==> src/rtl/phase_gen_pkg.sv <==
// Shared types and widths for the dual-channel phase accumulator.
package wavegen_pkg;

  localparam int unsigned PHASE_W = 32;
  localparam int unsigned CYCLE_W = 16;

  typedef logic [PHASE_W-1:0] phase_t;
  typedef logic [CYCLE_W-1:0] cycle_t;

  typedef enum logic {
    IDLE = 1'b0,
    RUN  = 1'b1
  } chan_state_t;

  typedef struct packed {
    phase_t freq;
    phase_t ofs;
    cycle_t cycles;
  } chan_cfg_t;

endpackage

==> src/rtl/phase_gen_if.sv <==
// Control/config/status bundle between the host side and phase_gen.
interface phase_gen_if;
  import wavegen_pkg::*;

  logic   SAMPLE_EN;
  logic   SYNC;

  logic   LOAD_A;
  phase_t FREQ_A;
  phase_t OFS_A;
  cycle_t CYCLES_A;
  logic   START_A;
  logic   STOP_A;

  logic   LOAD_B;
  phase_t FREQ_B;
  phase_t OFS_B;
  cycle_t CYCLES_B;
  logic   START_B;
  logic   STOP_B;

  phase_t PHASE_A;
  phase_t PHASE_B;
  logic   BUSY_A;
  logic   BUSY_B;
  logic   DONE_A;
  logic   DONE_B;

  modport master (
    output SAMPLE_EN, SYNC,
    output LOAD_A, FREQ_A, OFS_A, CYCLES_A, START_A, STOP_A,
    output LOAD_B, FREQ_B, OFS_B, CYCLES_B, START_B, STOP_B,
    input  PHASE_A, PHASE_B, BUSY_A, BUSY_B, DONE_A, DONE_B
  );

  modport slave (
    input  SAMPLE_EN, SYNC,
    input  LOAD_A, FREQ_A, OFS_A, CYCLES_A, START_A, STOP_A,
    input  LOAD_B, FREQ_B, OFS_B, CYCLES_B, START_B, STOP_B,
    output PHASE_A, PHASE_B, BUSY_A, BUSY_B, DONE_A, DONE_B
  );

endinterface

==> src/rtl/phase_gen_channel.sv <==
// One phase-accumulator channel: shadow/active config, burst counter,
// IDLE/RUN control and registered phase output.
module phase_channel
  import wavegen_pkg::*;
(
  input  logic   clk,
  input  logic   rst_n,
  input  logic   sample_en,
  input  logic   sync,
  input  logic   load,
  input  phase_t freq,
  input  phase_t ofs,
  input  cycle_t cycles,
  input  logic   start,
  input  logic   stop,
  output phase_t phase,
  output logic   busy,
  output logic   done
);

  chan_cfg_t   shadow_q;
  chan_cfg_t   active_q;
  phase_t      acc_q, acc_d;
  cycle_t      cnt_q, cnt_d;
  chan_state_t state_q, state_d;
  logic        done_q, done_d;
  phase_t      phase_q;

  phase_t         freq_eff;
  cycle_t         cycles_eff;
  logic [PHASE_W:0] sum;
  cycle_t         cnt_inc;
  logic           burst_end;

  // A sample tick both advances the accumulator and promotes the shadow,
  // so the tick itself runs on the promoted values; a LOAD on that same
  // edge only reaches the shadow and is picked up by the following tick.
  always_comb begin
    freq_eff   = sample_en ? shadow_q.freq   : active_q.freq;
    cycles_eff = sample_en ? shadow_q.cycles : active_q.cycles;
    sum        = {1'b0, acc_q} + {1'b0, freq_eff};
    cnt_inc    = (cnt_q == '1) ? cnt_q : cnt_q + cycle_t'(1);
    burst_end  = sum[PHASE_W] && (cycles_eff != '0) && (cnt_inc >= cycles_eff);
  end

  // Next-state: STOP > START > SYNC > sample advance.
  always_comb begin
    acc_d   = acc_q;
    cnt_d   = cnt_q;
    state_d = state_q;
    done_d  = 1'b0;
    if (stop) begin
      acc_d   = '0;
      state_d = IDLE;
    end else if (start) begin
      acc_d   = '0;
      cnt_d   = '0;
      state_d = RUN;
    end else if (sync) begin
      acc_d = '0;
      cnt_d = '0;
    end else if (sample_en && (state_q == RUN)) begin
      if (burst_end) begin
        acc_d   = '0;
        cnt_d   = '0;
        state_d = IDLE;
        done_d  = 1'b1;
      end else begin
        acc_d = sum[PHASE_W-1:0];
        if (sum[PHASE_W]) begin
          cnt_d = cnt_inc;
        end
      end
    end
  end

  // Shadow capture on LOAD; promotion to active on START or sample tick.
  always_ff @(posedge clk or negedge rst_n) begin
    if (!rst_n) begin
      shadow_q <= '0;
      active_q <= '0;
    end else begin
      if (load) begin
        shadow_q <= '{freq: freq, ofs: ofs, cycles: cycles};
      end
      if (start || sample_en) begin
        active_q <= shadow_q;
      end
    end
  end

  // Accumulator, burst counter, FSM, DONE pulse and output phase word.
  always_ff @(posedge clk or negedge rst_n) begin
    if (!rst_n) begin
      acc_q   <= '0;
      cnt_q   <= '0;
      state_q <= IDLE;
      done_q  <= 1'b0;
      phase_q <= '0;
    end else begin
      acc_q   <= acc_d;
      cnt_q   <= cnt_d;
      state_q <= state_d;
      done_q  <= done_d;
      phase_q <= acc_q + active_q.ofs;
    end
  end

  assign phase = phase_q;
  assign busy  = (state_q == RUN);
  assign done  = done_q;

endmodule

==> src/rtl/phase_gen.sv <==
// Dual-channel NCO phase front end: two independent channels sharing the
// sample tick and the phase-align SYNC.
module phase_gen (
  input logic       CLK,
  input logic       RST_N,
  phase_gen_if.slave bus
);

  phase_channel u_chan_a (
    .clk       (CLK),
    .rst_n     (RST_N),
    .sample_en (bus.SAMPLE_EN),
    .sync      (bus.SYNC),
    .load      (bus.LOAD_A),
    .freq      (bus.FREQ_A),
    .ofs       (bus.OFS_A),
    .cycles    (bus.CYCLES_A),
    .start     (bus.START_A),
    .stop      (bus.STOP_A),
    .phase     (bus.PHASE_A),
    .busy      (bus.BUSY_A),
    .done      (bus.DONE_A)
  );

  phase_channel u_chan_b (
    .clk       (CLK),
    .rst_n     (RST_N),
    .sample_en (bus.SAMPLE_EN),
    .sync      (bus.SYNC),
    .load      (bus.LOAD_B),
    .freq      (bus.FREQ_B),
    .ofs       (bus.OFS_B),
    .cycles    (bus.CYCLES_B),
    .start     (bus.START_B),
    .stop      (bus.STOP_B),
    .phase     (bus.PHASE_B),
    .busy      (bus.BUSY_B),
    .done      (bus.DONE_B)
  );

endmodule

==> src/flat_wrapper.sv <==
// flat-port wrapper written by rule: the top's interface ports become plain ports
module phase_gen_flat 
  (CLK, RST_N, bus_SAMPLE_EN, bus_SYNC, bus_LOAD_A, bus_FREQ_A, bus_OFS_A, bus_CYCLES_A, bus_START_A, bus_STOP_A, bus_LOAD_B, bus_FREQ_B, bus_OFS_B, bus_CYCLES_B, bus_START_B, bus_STOP_B, bus_PHASE_A, bus_PHASE_B, bus_BUSY_A, bus_BUSY_B, bus_DONE_A, bus_DONE_B);
  phase_gen_if bus_i ();
  input logic CLK;
  input logic RST_N;
  input wire logic [$bits(bus_i.SAMPLE_EN)-1:0] bus_SAMPLE_EN;
  input wire logic [$bits(bus_i.SYNC)-1:0] bus_SYNC;
  input wire logic [$bits(bus_i.LOAD_A)-1:0] bus_LOAD_A;
  input wire logic [$bits(bus_i.FREQ_A)-1:0] bus_FREQ_A;
  input wire logic [$bits(bus_i.OFS_A)-1:0] bus_OFS_A;
  input wire logic [$bits(bus_i.CYCLES_A)-1:0] bus_CYCLES_A;
  input wire logic [$bits(bus_i.START_A)-1:0] bus_START_A;
  input wire logic [$bits(bus_i.STOP_A)-1:0] bus_STOP_A;
  input wire logic [$bits(bus_i.LOAD_B)-1:0] bus_LOAD_B;
  input wire logic [$bits(bus_i.FREQ_B)-1:0] bus_FREQ_B;
  input wire logic [$bits(bus_i.OFS_B)-1:0] bus_OFS_B;
  input wire logic [$bits(bus_i.CYCLES_B)-1:0] bus_CYCLES_B;
  input wire logic [$bits(bus_i.START_B)-1:0] bus_START_B;
  input wire logic [$bits(bus_i.STOP_B)-1:0] bus_STOP_B;
  output wire logic [$bits(bus_i.PHASE_A)-1:0] bus_PHASE_A;
  output wire logic [$bits(bus_i.PHASE_B)-1:0] bus_PHASE_B;
  output wire logic [$bits(bus_i.BUSY_A)-1:0] bus_BUSY_A;
  output wire logic [$bits(bus_i.BUSY_B)-1:0] bus_BUSY_B;
  output wire logic [$bits(bus_i.DONE_A)-1:0] bus_DONE_A;
  output wire logic [$bits(bus_i.DONE_B)-1:0] bus_DONE_B;
  assign bus_i.SAMPLE_EN = bus_SAMPLE_EN;
  assign bus_i.SYNC = bus_SYNC;
  assign bus_i.LOAD_A = bus_LOAD_A;
  assign bus_i.FREQ_A = bus_FREQ_A;
  assign bus_i.OFS_A = bus_OFS_A;
  assign bus_i.CYCLES_A = bus_CYCLES_A;
  assign bus_i.START_A = bus_START_A;
  assign bus_i.STOP_A = bus_STOP_A;
  assign bus_i.LOAD_B = bus_LOAD_B;
  assign bus_i.FREQ_B = bus_FREQ_B;
  assign bus_i.OFS_B = bus_OFS_B;
  assign bus_i.CYCLES_B = bus_CYCLES_B;
  assign bus_i.START_B = bus_START_B;
  assign bus_i.STOP_B = bus_STOP_B;
  assign bus_PHASE_A = bus_i.PHASE_A;
  assign bus_PHASE_B = bus_i.PHASE_B;
  assign bus_BUSY_A = bus_i.BUSY_A;
  assign bus_BUSY_B = bus_i.BUSY_B;
  assign bus_DONE_A = bus_i.DONE_A;
  assign bus_DONE_B = bus_i.DONE_B;
  phase_gen u_core (.CLK(CLK), .RST_N(RST_N), .bus(bus_i));
endmodule
==> config.mk <==
export PLATFORM = sky130hd
export DESIGN_NAME = phase_gen_flat
export DESIGN_NICKNAME = d
export VERILOG_FILES = /design/src/rtl/phase_gen_pkg.sv /design/src/rtl/phase_gen_if.sv /design/src/rtl/phase_gen_channel.sv /design/src/rtl/phase_gen.sv /design/src/flat_wrapper.sv
export SDC_FILE = /design/constraint.sdc
export NUM_CORES = 1
export LEC_CHECK = 0
export CAP_MARGIN = 20
export CORE_ASPECT_RATIO = 1.5
export CORE_MARGIN = 3
export CORE_UTILIZATION = 53
export CTS_CLUSTER_DIAMETER = 30
export DETAILED_ROUTE_END_ITERATION = 8
export HOLD_SLACK_MARGIN = 0.1
export PLACE_DENSITY = 0.77
export SLEW_MARGIN = 30
export SYNTH_ARGS = -nofsm -noshare
export SYNTH_HDL_FRONTEND = slang
export SYNTH_SLANG_ARGS = --single-unit
==> constraint.sdc <==
create_clock -name CLK -period 4 [get_ports CLK]
set_input_delay 0.8 -clock CLK [delete_from_list [all_inputs] [get_ports CLK]]
set_output_delay 0.8 -clock CLK [all_outputs]
set_load 0.02 [all_outputs]
# Word-level counts from Yosys, hierarchy flattened
# Cells that the tools add are included.
[word_totals]
ff_bits = 484
latchBits = 0
mem_bits_rw = 0
rom_bits = 0
in_bits = 170
out_inout_bits = 68
n_memories = 0
[op_classes]
addsub = 6
n_mul = 0
div_mod_pow = 0
order_cmp = 2
eq_ne = 4
shift = 0
n_mux = 46
bitwise = 2
reduce_logical = 24
[op_table]
columns = ["op", "count"]
rows = [
  ["$mux 32", 12],
  ["$mux 16", 14],
  ["$add 32x32->33", 2],
  ["$add 32x32->32", 2],
  ["$add 16x1->16 const B", 2],
  ["$eq 16x16->1 const B", 2],
  ["$ge 16x16->1", 2],
  ["$reduce_bool 16->1", 2],
  ["$mux 1", 20],
  ["$reduce_bool 3->1", 6],
  ["$reduce_bool 4->1", 4],
  ["$reduce_and 3->1", 4],
  ["$logic_and 1x1->1", 6],
  ["$ne 3x1->1 const B", 2],
  ["$logic_or 1x1->1", 2],
  ["$not 1->1", 2],
]

# Longest topological paths before layout
[depth]
ltp_word = 9
ltp_mapped = 22
ltp_nobuf = 20

# Modules after synthesis
# From an unflattened synthesis, not the netlist that was laid out.
[unflattened]
hier_cells = 2228
hier_area_um2 = 26178.9
[modules_own_cells]
columns = ["mod", "instances", "cells_each", "area_per_inst_um2"]
rows = [
  ["phase_channel (u_core.u_chan_b)", 1, 1101, 13125.1],
  ["phase_channel (u_core.u_chan_a)", 1, 1127, 13053.8],
]

# Worst setup path before layout
# OpenSTA, ideal clock, no wires.
[synth_path]
kind = "input -> register"
from = "in bus_SAMPLE_EN"
to = "reg u_core.u_chan_b.acc_q[2]"
arrival_time_ns = 4.586
setup_slack_ns = -0.708
cell_stages = 19
n_path_buf = 5
path_cell_list = "buf_2 > buf_2 > clkbuf_1 > buf_1 > mux2_2 > ha_1 > inv_1 > fa_1 > nand2b_1 > a21oi_1 > o21ai_1 > a31oi_4 > a21oi_1 > o31a_1 > o21ai_2 > nand2b_1 > and2_1 > buf_2 > a32o_1"
[synth_via]
elab_chain_len = 9
word_cells_on_any_way = 14
cone_classes = "add/sub: 1; order compare: 1; mux: 7; reduce/logical: 5"
[synth_lines]
columns = ["element", "line_no", "rtl"]
rows = [
  ["start: declaration", "flat_wrapper.sv:7", "input wire logic [$bits(bus_i.SAMPLE_EN)-1:0] bus_SAMPLE_EN;"],
  ["$mux 32 / $mux 16 (equally long branches)", "phase_gen_channel.sv:39, phase_gen_channel.sv:40", ""],
  ["$add 32x32->33 / $reduce_bool 16->1 (equally long branches)", "phase_gen_channel.sv:41, phase_gen_channel.sv:43", ""],
  ["$logic_and 1x1->1 (2 in series)", "phase_gen_channel.sv:43", "burst_end = sum[PHASE_W] && (cycles_eff != '0) && (cnt_inc >= cycles_eff);"],
  ["$mux 32", "phase_gen_channel.sv:63", "if (burst_end) begin"],
  ["$mux 32", "phase_gen_channel.sv:62", "end else if (sample_en && (state_q == RUN)) begin"],
  ["$mux 32", "phase_gen_channel.sv:59", "end else if (sync) begin"],
  ["$mux 32", "phase_gen_channel.sv:55", "end else if (start) begin"],
  ["$mux 32", "phase_gen_channel.sv:52", "if (stop) begin"],
  ["end signal: assignment", "phase_gen_channel.sv:95", "acc_q <= '0;"],
  ["end signal: assignment", "phase_gen_channel.sv:101", "acc_q <= acc_d;"],
  ["end: declaration", "phase_gen_channel.sv:23", "phase_t acc_q, acc_d;"],
]
# Several ways; a longest one is shown, not always the timed one. The select of a mux whose other input is x is not followed.
# A chain may end at the register's enable or synchronous reset.

# Worst setup path in the final report
[layout_path]
from = "reg u_core.u_chan_b.cnt_q[6]"
to = "reg u_core.u_chan_b.acc_q[2]"
[layout_via]
elab_chain_len = 9
word_cells_on_any_way = 10
cone_classes = "add/sub: 1; order compare: 1; eq/ne: 1; mux: 6; reduce/logical: 1"
[layout_lines]
columns = ["element", "line_no", "rtl"]
rows = [
  ["start: declaration", "phase_gen_channel.sv:24", "cycle_t cnt_q, cnt_d;"],
  ["start signal: assignment", "phase_gen_channel.sv:102", "cnt_q <= cnt_d;"],
  ["$add 16x1->16 / $eq 16x16->1 (equally long branches)", "phase_gen_channel.sv:42", "cnt_inc = (cnt_q == '1) ? cnt_q : cnt_q + cycle_t'(1);"],
  ["$mux 16 *", "phase_gen_channel.sv:42", ""],
  ["$ge 16x16->1 *", "phase_gen_channel.sv:43", ""],
  ["$logic_and 1x1->1 *", "phase_gen_channel.sv:43", ""],
  ["$mux 32 *", "phase_gen_channel.sv:63", ""],
  ["$mux 32 *", "phase_gen_channel.sv:62", ""],
  ["$mux 32 *", "phase_gen_channel.sv:59", ""],
  ["$mux 32 *", "phase_gen_channel.sv:55", ""],
  ["$mux 32 *", "phase_gen_channel.sv:52", ""],
]
# Mark *: on every way between the ends. The rest lies on a longest branch, timed or not. The select of a mux whose other input is x is not followed.

==> flow_metrics.env <==
export IMPL_status="completed"
export IMPL_timing_clock_skew_ns=0.03287
export IMPL_grt_first_pass_wirelength_um=105600
export IMPL_timing_worst_slew_pin_value_ns=1.076
export IMPL_die_span_in_y_um=275.6
export IMPL_nets=2969
export IMPL_vias_in_the_first_global_route=20785
export IMPL_initial_utilization_pct=53.70
export IMPL_cts_root_buffer_cell="sky130_fd_sc_hd__clkbuf_16"
export IMPL_tritoncts_buffers=84
export IMPL_most_common_layout_cells="484 x sky130_fd_sc_hd__dfrtp_1, 385 x sky130_fd_sc_hd__mux2_2, 233 x sky130_fd_sc_hd__clkdlybuf4s50_1, 160 x sky130_fd_sc_hd__buf_4, 152 x sky130_fd_sc_hd__ha_1"
export IMPL_cp_slowest_stage_delay_ns=0.39
export IMPL_tritoncts_num_sinks=484
export IMPL_overflow=0
export IMPL_tritoncts_clock_tree="done"
export IMPL_grt_start_max_net_pins=97
export IMPL_leading_cell_type_in_the_layout_fill_and_taps_excluded="sky130_fd_sc_hd__dfrtp_1"
export IMPL_ir_worst_vdd_v=0.0003416
export IMPL_timing_final_crit_share_pct=97.96
export IMPL_number_of_top_level_design_ports=238
export IMPL_drt_pre_antenna_iters=4
export IMPL_drt_antenna_violating_nets=0
export IMPL_drive_gt1_share_pct=29.55
export IMPL_cp_data_arrival_time_ns=4.40
export IMPL_ys_seq_elements=484
export IMPL_drc=0
export IMPL_dp_hpwl_um=47040
export IMPL_die_x_um=185.7
export IMPL_critPathBufInv=0
export IMPL_clkSlewWorstSetupHoldPaths_ns=0.05
export IMPL_ys_async_sr_fraction_pct=100.0
export IMPL_postCtsHoldBufs=0
export IMPL_post_synth_main_area_contributors="sky130_fd_sc_hd__dfrtp_1 47%, sky130_fd_sc_hd__mux2_2 17%, sky130_fd_sc_hd__ha_1 7.8%"
export IMPL_postRouteWirelength_um=66640
export IMPL_fin_area_um2=33390
export IMPL_synthesis_area_per_instance_um2=11.61
export IMPL_setup_repair_after_global_routing_missed_its_margin="yes"
export IMPL_crit_fanout=8
export IMPL_hold_violation_total_from_the_final_report=0
export IMPL_final_min_clock_period_ns=3.918
export IMPL_clk_insertion_delay_late_ns=0.63
export IMPL_synth_yosys_warnings=0
export IMPL_yosysTopAreaCell="sky130_fd_sc_hd__dfrtp_1"
export IMPL_finalCoreUtilization_pct=69.82
export IMPL_min_path_type="in -> async"
export IMPL_slew_headroom_pct=27.63
export IMPL_port_buffers=237
export IMPL_grt_usage_pct=25.82
export IMPL_number_of_enable_type_register_cells_in_the_synthesized_netlist=0
export IMPL_netlist_instances=2212
export IMPL_die_area_um2=51180
export IMPL_critPathRequiredTime_ns=4.48
export IMPL_postSynth_topFlopCell="sky130_fd_sc_hd__dfrtp_1"
export IMPL_num_vias=19319
export IMPL_cts_htree_levels=3
export IMPL_critical_path_startpoint_type="register"
export IMPL_path_delay_family="simple AND/OR/NAND/NOR gates"
export IMPL_critPathKind="reg -> reg"
export IMPL_area_delta_synth_final_pct=30.02
export IMPL_num_rows=98
export IMPL_mappedNetlistNets=2546
export IMPL_fmax_mhz=255.2
export IMPL_place_congestion=0.9009
export IMPL_p_leak_uw=0.01515
export IMPL_setup_viol=0
export IMPL_synth_top_cell_area_share_pct=47.16
export IMPL_syn_cell_area_um2=25680
export IMPL_dpl_cell_area_um2=29980
export IMPL_clk_path_buf_depth=3
export IMPL_synthDistinctLibCells=77
export IMPL_endpoint_kind="register"
export IMPL_power_density_nw_per_um2=460.1
export IMPL_critical_path_top_delay_cell="sky130_fd_sc_hd__a211o_1"
export IMPL_routedWlPerCell_um=20.16
export IMPL_slew_viol_final=0
export IMPL_timing_max_cap_violations=0
export IMPL_worstPathCellList="and3_4 > and4_1 > and4_1 > nand2_1 > or2_1 > and2_4 > nand2_1 > xnor2_1 > ha_1 > nand4_1 > o31a_1 > o21ai_2 > nand4_1 > a211o_1 > nand2b_4 > and2_4 > a32o_1"
export IMPL_worst_hold_slack_ns=0.1296
export IMPL_drt_first_iter_violations=893
export IMPL_core_area_um2=47820
export IMPL_antenna_violations_before_repair=6
export IMPL_fillers=3283
export IMPL_register_area_share_after_synthesis_pct=47.16
export IMPL_detail_route_vias_per_cell=5.844
[cell families (layout without fill, tap and decap cells)]
group,after synthesis,after routing,synth area share [%]
AND/OR/NAND/NOR,406,406,7.781
adder cells (fa/ha/maj),164,164,8.108
other,0,2,0
AO/OA/AOI/OAI,492,492,12.57
flip-flops,484,484,47.16
XOR/XNOR,124,124,4.229
multiplexers,419,419,18.21
buffers and inverters,123,615,1.934
[per-stage QoR]
step	setup slack (ns)	total power [uW]	cells	setup TNS, ns
2_1_floorplan	-0.05176	7086	2212	-1.036
3_3_place_gp	-0.2280	8025	3136	-7.683
3_5_place_dp	-0.3466	8127	3137	-14.78
4_1_cts	0.005042	15480	3294	0
5_1_grt	-0.09943	15970	3306	-2.841
6_report	0.08159	15360	3306	0
[layer usage]
| metal | part of all wire [%] | track usage (%) |
|---|---|---|
| met5 | 0.062 | 0 |
| met4 | 3.9 | 11.59 |
| met3 | 4.0 | 4.232 |
| met2 | 54 | 47.81 |
| met1 | 38 | 28.84 |
[path summary, 6_finish.rpt]
kind / depth (start not counted) / startpoint / end / slack (ns)
min in group CLK: 1 / u_core.u_chan_a.shadow_q[21] / u_core.u_chan_a.active_q[21] / 0.49
hold reg to reg: 1 / u_core.u_chan_a.shadow_q[21] / u_core.u_chan_a.active_q[21] / 0.49
setup reg to reg: 17 / u_core.u_chan_b.cnt_q[6] / u_core.u_chan_b.acc_q[2] / 0.08
max in group asynchronous: 2 / RST_N / u_core.u_chan_a.shadow_q[31] / 2.90
hold / removal: 1 / RST_N / u_core.u_chan_b.shadow_q[33] / 0.13
setup / recovery: 17 / u_core.u_chan_b.cnt_q[6] / u_core.u_chan_b.acc_q[2] / 0.08
[cell usage after synthesis, types with 35 or more instances]
cell	instances
sky130_fd_sc_hd__a21oi_1	137
sky130_fd_sc_hd__xor2_1	41
sky130_fd_sc_hd__ha_1	160
sky130_fd_sc_hd__xnor2_1	83
sky130_fd_sc_hd__dfrtp_1	484
sky130_fd_sc_hd__nor2_1	82
sky130_fd_sc_hd__o21ai_0	116
sky130_fd_sc_hd__a21o_1	58
sky130_fd_sc_hd__a22o_1	35
sky130_fd_sc_hd__clkbuf_1	59
sky130_fd_sc_hd__inv_1	45
sky130_fd_sc_hd__nand2_1	133
sky130_fd_sc_hd__mux2_2	386
[where the power goes]
group / internal, uW / switching, uW / total [uW]
sequential: 5400 / 321 / 5720
clock: 4670 / 2590 / 7260
combinational: 1240 / 1140 / 2380
total: 11300 / 4050 / 15400
[final cells by class]
cell class	instances	area [um^2]	share of cell area [%]
Antenna cell	2	5.005	0.01499
Inverter	46	175.2	0.5246
Sequential cell	484	12110	36.27
Clock inverter	49	625.6	1.874
Multi-Input combinational cell	1605	13540	40.54
Timing Repair Buffer	414	3909	11.71
Clock buffer	106	2275	6.813
Tap cell	600	750.7	2.248
[sequential cells by signal, summed over array words and instances (netlist names)]
signal                    count
u_core.u_chan_a.done          1
u_core.u_chan_a.acc_q        32
u_core.u_chan_b.busy          1
u_core.u_chan_b.done          1
u_core.u_chan_a.cnt_q        16
u_core.u_chan_b.shadow_q     80
u_core.u_chan_b.acc_q        32
u_core.u_chan_a.active_q     80
u_core.u_chan_a.shadow_q     80
u_core.u_chan_a.phase        32
u_core.u_chan_b.cnt_q        16
u_core.u_chan_b.phase        32
u_core.u_chan_a.busy          1
u_core.u_chan_b.active_q     80
[repair_timing]
| item | 4_1_cts | 5_1_grt |
|---|---|---|
| gates resized for setup | 23 | 66 |
| pin swaps | 5 | 37 |
| buffers inserted | 1 | 10 |
| endpoints found under the setup margin | 74 | 98 |
| hold endpoints to repair | 0 | 0 |
| gates cloned | 1 | 2 |
(Power assumes the default switching activity.)
